## src/rtl/norm_shift32_pkg.sv

```systemverilog
// ============================================================================
// norm_shift32_pkg : shared constants and state encoding for the normalizer
// Rev 1.0
// ============================================================================
`default_nettype none

package norm_shift32_pkg;

  localparam int WIDTH = 32;
  localparam int CNT_W = 5;

  typedef enum logic [1:0] {
    ST_IDLE = 2'd0,
    ST_RUN  = 2'd1,
    ST_FIN  = 2'd2
  } state_t;

  // Amount select for step 0; later steps shift this right by the step index.
  localparam logic [CNT_W-1:0] K_FIRST = 5'b10000;

endpackage

`default_nettype wire

```

## src/rtl/norm_step32.sv

```systemverilog
// ============================================================================
// norm_step32 : one combinational normalization step (conditional shift by k)
// Rev 1.0
// ============================================================================
`default_nettype none

module norm_step32
  import norm_shift32_pkg::*;
(
  input  logic [WIDTH-1:0] i_w,
  input  logic [CNT_W-1:0] i_k,
  input  logic [CNT_W-1:0] i_c,
  output logic [WIDTH-1:0] o_w,
  output logic [CNT_W-1:0] o_c,
  output logic             o_shifted
);

  logic [WIDTH-1:0] w_mask;

  // Mask covers the top k bits; the one-hot select doubles as the amount.
  assign w_mask    = ~({WIDTH{1'b1}} >> i_k);
  assign o_shifted = (i_k != '0) && ((i_w & w_mask) == '0);
  assign o_w       = o_shifted ? (i_w << i_k) : i_w;
  assign o_c       = o_shifted ? (i_c + i_k) : i_c;

endmodule

`default_nettype wire

```

## src/rtl/norm_shift32.sv

```systemverilog
// ============================================================================
// norm_shift32 : iterative 32-bit left normalizer with start/done handshake
// Rev 1.0
// ============================================================================
`default_nettype none

module norm_shift32
  import norm_shift32_pkg::*;
(
  input  logic             CLK,
  input  logic             RST,
  input  logic             START,
  input  logic [WIDTH-1:0] D,
  output logic [WIDTH-1:0] Y,
  output logic [CNT_W-1:0] CNT,
  output logic             ZERO,
  output logic             BUSY,
  output logic             DONE
);

  state_t           r_state;
  state_t           w_state_nxt;
  logic             w_accept;
  logic             w_last;

  logic [2:0]       r_step;
  logic [WIDTH-1:0] r_w;
  logic [CNT_W-1:0] r_c;
  logic             r_zin;
  logic [WIDTH-1:0] r_y;
  logic [CNT_W-1:0] r_cnt;
  logic             r_zero;
  logic             r_busy;
  logic             r_done;

  logic [CNT_W-1:0] w_k;
  logic [WIDTH-1:0] w_w_step;
  logic [CNT_W-1:0] w_c_step;
  logic             w_shifted;
  logic [WIDTH-1:0] w_w_nxt;
  logic [CNT_W-1:0] w_c_nxt;

  assign w_k = K_FIRST >> r_step;

  norm_step32 u_step (
    .i_w       (r_w),
    .i_k       (w_k),
    .i_c       (r_c),
    .o_w       (w_w_step),
    .o_c       (w_c_step),
    .o_shifted (w_shifted)
  );

  assign w_w_nxt = w_shifted ? w_w_step : r_w;
  assign w_c_nxt = w_shifted ? w_c_step : r_c;

  always_ff @(posedge CLK) begin
    if (RST) r_state <= ST_IDLE;
    else     r_state <= w_state_nxt;
  end

  always_comb begin
    w_state_nxt = r_state;
    w_accept    = 1'b0;
    w_last      = 1'b0;
    case (r_state)
      ST_IDLE, ST_FIN: begin
        if (START) begin
          w_accept    = 1'b1;
          w_state_nxt = ST_RUN;
        end else begin
          w_state_nxt = ST_IDLE;
        end
      end
      ST_RUN: begin
        if (r_step == 3'd4) begin
          w_last      = 1'b1;
          w_state_nxt = ST_FIN;
        end
      end
      default: w_state_nxt = ST_IDLE;
    endcase
  end

  // ZERO is staged in r_zin so the visible flag only changes with DONE.
  always_ff @(posedge CLK) begin
    if (RST) begin
      r_step <= '0;
      r_w    <= '0;
      r_c    <= '0;
      r_zin  <= 1'b0;
      r_y    <= '0;
      r_cnt  <= '0;
      r_zero <= 1'b0;
      r_busy <= 1'b0;
      r_done <= 1'b0;
    end else begin
      r_busy <= (w_state_nxt == ST_RUN);
      r_done <= (w_state_nxt == ST_FIN);
      if (w_accept) begin
        r_w    <= D;
        r_c    <= '0;
        r_zin  <= (D == '0);
        r_step <= '0;
      end else if (r_state == ST_RUN) begin
        r_w    <= w_w_nxt;
        r_c    <= w_c_nxt;
        r_step <= r_step + 3'd1;
        if (w_last) begin
          r_y    <= w_w_nxt;
          r_cnt  <= w_c_nxt;
          r_zero <= r_zin;
        end
      end
    end
  end

  assign Y    = r_y;
  assign CNT  = r_cnt;
  assign ZERO = r_zero;
  assign BUSY = r_busy;
  assign DONE = r_done;

endmodule

`default_nettype wire
```

## config.mk

```make
export PLATFORM = sky130hd
export DESIGN_NAME = norm_shift32
export DESIGN_NICKNAME = d
export VERILOG_FILES = /design/src/rtl/norm_shift32_pkg.sv /design/src/rtl/norm_step32.sv /design/src/rtl/norm_shift32.sv
export SDC_FILE = /design/constraint.sdc
export NUM_CORES = 1
export LEC_CHECK = 0
export CORE_AREA = 2 2 112 114
export CTS_CLUSTER_DIAMETER = 100
export DETAILED_ROUTE_END_ITERATION = 16
export DIE_AREA = 0 0 114 116
export MAX_ROUTING_LAYER = met4
export PLACE_DENSITY = 0.77
export SLEW_MARGIN = 20
export SYNTH_ARGS = -nofsm -noshare
export SYNTH_HDL_FRONTEND = slang
export SYNTH_HIERARCHICAL = 1
export SYNTH_SLANG_ARGS = --single-unit
export TNS_END_PERCENT = 50
```

## constraint.sdc

```tcl
create_clock -name CLK -period 4.15 [get_ports CLK]
set_input_delay 0.6225 -clock CLK [delete_from_list [all_inputs] [get_ports CLK]]
set_output_delay 0.6225 -clock CLK [all_outputs]
set_load 0.005 [all_outputs]
```

==> results.py <==
metrics = {
    "global_route": {
        "grt_max_degree": 47,
        "grt_usage_pct": 32.3,
        "grt_pass1_wl_um": 32100,
        "antenna_found_initial": 0,
        "grt.overflow.total": 0,
        "grt_pass1_vias": 5796,
    },
    "worst_setup_path": {
        "path_class": "flip-flop to flip-flop",
        "reg2reg_from": "r_step[0]",
        "worstPathArrival_ps": 3780,
        "cpMostUsedCell": "buf_4",
        "crit_slowest_cell": "dfxtp_1",
        "worstSetupEndpointType": "flip-flop",
        "cp_slowest_stage_delay_ps": 410,
        "worstPathCellList": "inv_1 -> ha_1 -> nor2b_2 -> buf_4 -> o32ai_1 -> o21ai_0 -> nor4_4 -> nand4bb_4 -> nor2_8 -> buf_4 -> mux2_4 -> mux2i_1 -> a211oi_1",
        "rrSetupSlack_ps": 570,
        "startpoint_type": "flip-flop",
        "reg2reg_to": "Y[28]",
        "worstPathMaxFanout": 20,
        "r2r_cells": 13,
        "worst_ep_required_time_ps": 4350,
        "startpoint": "r_step[0]",
        "crit_end": "Y[28]",
    },
    "cts": {
        "post_cts_buffers": 0,
        "cts_tree": "done",
        "cts-root-buf": "clkbuf_16",
        "cts_resized": 0,
        "clkSinkCount": 83,
        "cts_buffers": 9,
        "cts_buffer_depth": 2,
        "clock_latency_ps": 350,
        "clk_pin_slew_worst_paths_ps": 70,
        "cts_hold_buf": 0,
        "cts_max_level": 3,
    },
    "sta": {
        "whs_ps": 494,
        "slew_headroom_pct": 42.9,
        "setup_viol": 0,
        "finClkSkew_ps": 7.55,
        "worstMarginPinSlew_ps": 834,
        "hold_viol_final": 0,
        "rsz0062_at_grt": "no",
        "setup_tns_ps": 0,
        "period_needed_ps": 3580,
        "slew_violations": 0,
        "fmax_mhz": 279,
        "period_share_pct": 86.3,
    },
    "die": {
        "start_util_pct": 54.0,
        "io_pins": 75,
        "die_w_um": 114,
        "row_count": 40,
        "coreArea_um2": 11900,
        "die_area_um2": 13200,
        "die_h_um": 116,
    },
    "yosys": {
        "synth.avg_cell_area_um2": 8.84,
        "syn-instance-count": 727,
        "ys_seq_area_share_pct": 25.9,
        "ys.flop_type": "dfxtp_1",
        "synth_edf_count": 0,
        "synthDominantCellAreaShare_pct": 25.9,
        "yosysTopAreaCell": "dfxtp_1",
        "synth-seq-cells": 83,
        "ys_warn_count": 6,
        "synthArstFlopShare_pct": 0,
        "yosysUniqueCellTypes": 71,
        "syn_nets": 772,
        "synth_area_um2": 6430,
        "synth_area_leaders": "dfxtp_1 26%, mux2i_1 17%, a211oi_1 8.9%",
    },
    "finish": {
        "area_growth_pct": 16.1,
        "antenna_cells": 0,
        "finalNonFillerCells": 922,
        "fin_nets": 815,
        "post-route-util_pct": 62.6,
        "drive_above_1_share_pct": 12.9,
    },
    "placed_design": {
        "gp_congestion": 1.01,
        "dp_cells": 906,
        "dp_hpwl_um": 15100,
        "io_buffers": 74,
    },
    "detailed_routing": {
        "drc": 0,
        "viasPerCell": 6.46,
        "drt_iter0_markers": 505,
        "top_layer": "met4",
        "routedWlPerCell_um": 22.3,
        "wl_met2_um": 9780,
        "final_antenna_net_count": 0,
        "dr.pass1.iters": 5,
        "drt-met1-wl_um": 8720,
        "routed_wl_um": 20500,
        "vias": 5957,
        "wl_met3_um": 1390,
    },
    "power": {
        "power_density_nw_per_um2": 330,
        "finalPower_mw": 2.46,
        "power.leakage_nw": 2.80,
        "peakVddDrop_mv": 0.292,
    },
    "job": {
        "cap_violations": 0,
    },
    "min_path": {
        "min_path_type": "flip-flop to flip-flop",
    },
    "status": {
        "status": "complete, no violations",
    },
}
## cell families (layout without fill, tap and decap cells)
kind of cell | Yosys count | in the layout | synth area share (%)
XOR/XNOR | 5 | 5 | 0.681
buffers and inverters | 91 | 139 | 8.04
flip-flops | 83 | 83 | 25.9
multiplexers | 159 | 159 | 28.2
AND/OR/NAND/NOR | 178 | 178 | 13.1
adder cells (fa/ha/maj) | 10 | 10 | 2.06
AO/OA/AOI/OAI | 201 | 201 | 22.1
## stage by stage
step,worst slack [ps],cell area [um2]
3_5_place_dp,647,7150
6_report,569,7460
5_1_grt,361,7460
3_3_place_gp,725,7150
4_1_cts,596,7460
2_1_floorplan,1040,6430
## placed cells by master (no fill, tap or decap), drive strengths merged, types with 3 or more instances in the layout
cell type	Yosys	final
mux2i	111	111
nor2	109	109
dfxtp	83	83
a211oi	76	76
clkdlybuf4s50	0	73
mux2	38	38
a21oi	28	28
inv	25	27
o21ai	27	27
buf	39	24
nand2	21	21
o22ai	14	14
o2bb2ai	12	12
clkbuf	26	12
mux4	10	10
nor3	9	9
ha	9	9
nor4	8	8
nor2b	7	7
nand2b	6	6
xnor2	4	4
nand3	4	4
a31oi	4	4
o31ai	4	4
a21o	4	4
o32ai	4	4
and2	4	4
or4	3	3
o2111ai	3	3
a22oi	3	3
o21a	3	3
## worst min-delay path by stage
stage	start	endpoint	slack (ps)	cells after the start
CTS	Y[17]	Y[17]	500	2
detailed placement	Y[17]	Y[17]	490	2
global placement	r_zin	r_zin	460	2
finish	r_zin	r_zin	490	2
floorplan	r_zin	r_zin	450	2
global route	CNT[3]	CNT[3]	520	2
## critical path, delay by kind of cell, from the launching register on
| kind | cells | cell delay (ps) |
|---|---|---|
| simple gates | 4 | 990 |
| buf+inv | 3 | 700 |
| compound gates | 3 | 560 |
| mux | 2 | 520 |
| flops | 1 | 410 |
| fa+ha+maj | 1 | 220 |
## flip-flops by register name, summed over array words and instances, names as in the netlist, 2 cells and up
signal / count
Y: 32
CNT: 5
r_state: 2
r_step: 3
r_w: 32
r_c: 5
## synthesized netlist by cell type (all sizes together), types with 4 or more instances
library cell    n
ha              9
xnor2           4
o31ai           4
mux4           10
o22ai          14
dfxtp          83
a211oi         76
nand2b          6
mux2           38
o32ai           4
nand2          21
clkbuf         26
a21o            4
nor2          109
nor3            9
o21ai          27
nor4            8
o2bb2ai        12
nor2b           7
mux2i         111
a31oi           4
buf            39
nand3           4
a21oi          28
and2            4
inv            25
## routing by layer
layer  vias to the layer above  track usage [%]
met5                         -                -
met4                         0             13.2
met3                        41             5.33
met2                       258             52.2
met1                      2858             40.5
li1                       2800                -
## final cells by class
class	count	area, um2
fill	1050	4450
multi-input combinational	553	4260
sequential	83	1660
timing repair buffer	97	946
clock buffer	12	256
tap	147	184
inverter	26	97.6
clock inverter	4	56.3
## where the power goes
part           switching [mW]  leakage, nW  internal (mW)
clock network           0.352        0.154          0.505
registers              0.0704        0.678          0.838
logic                   0.389         1.97          0.309
No activity file was read; power rests on OpenSTA's default activity.
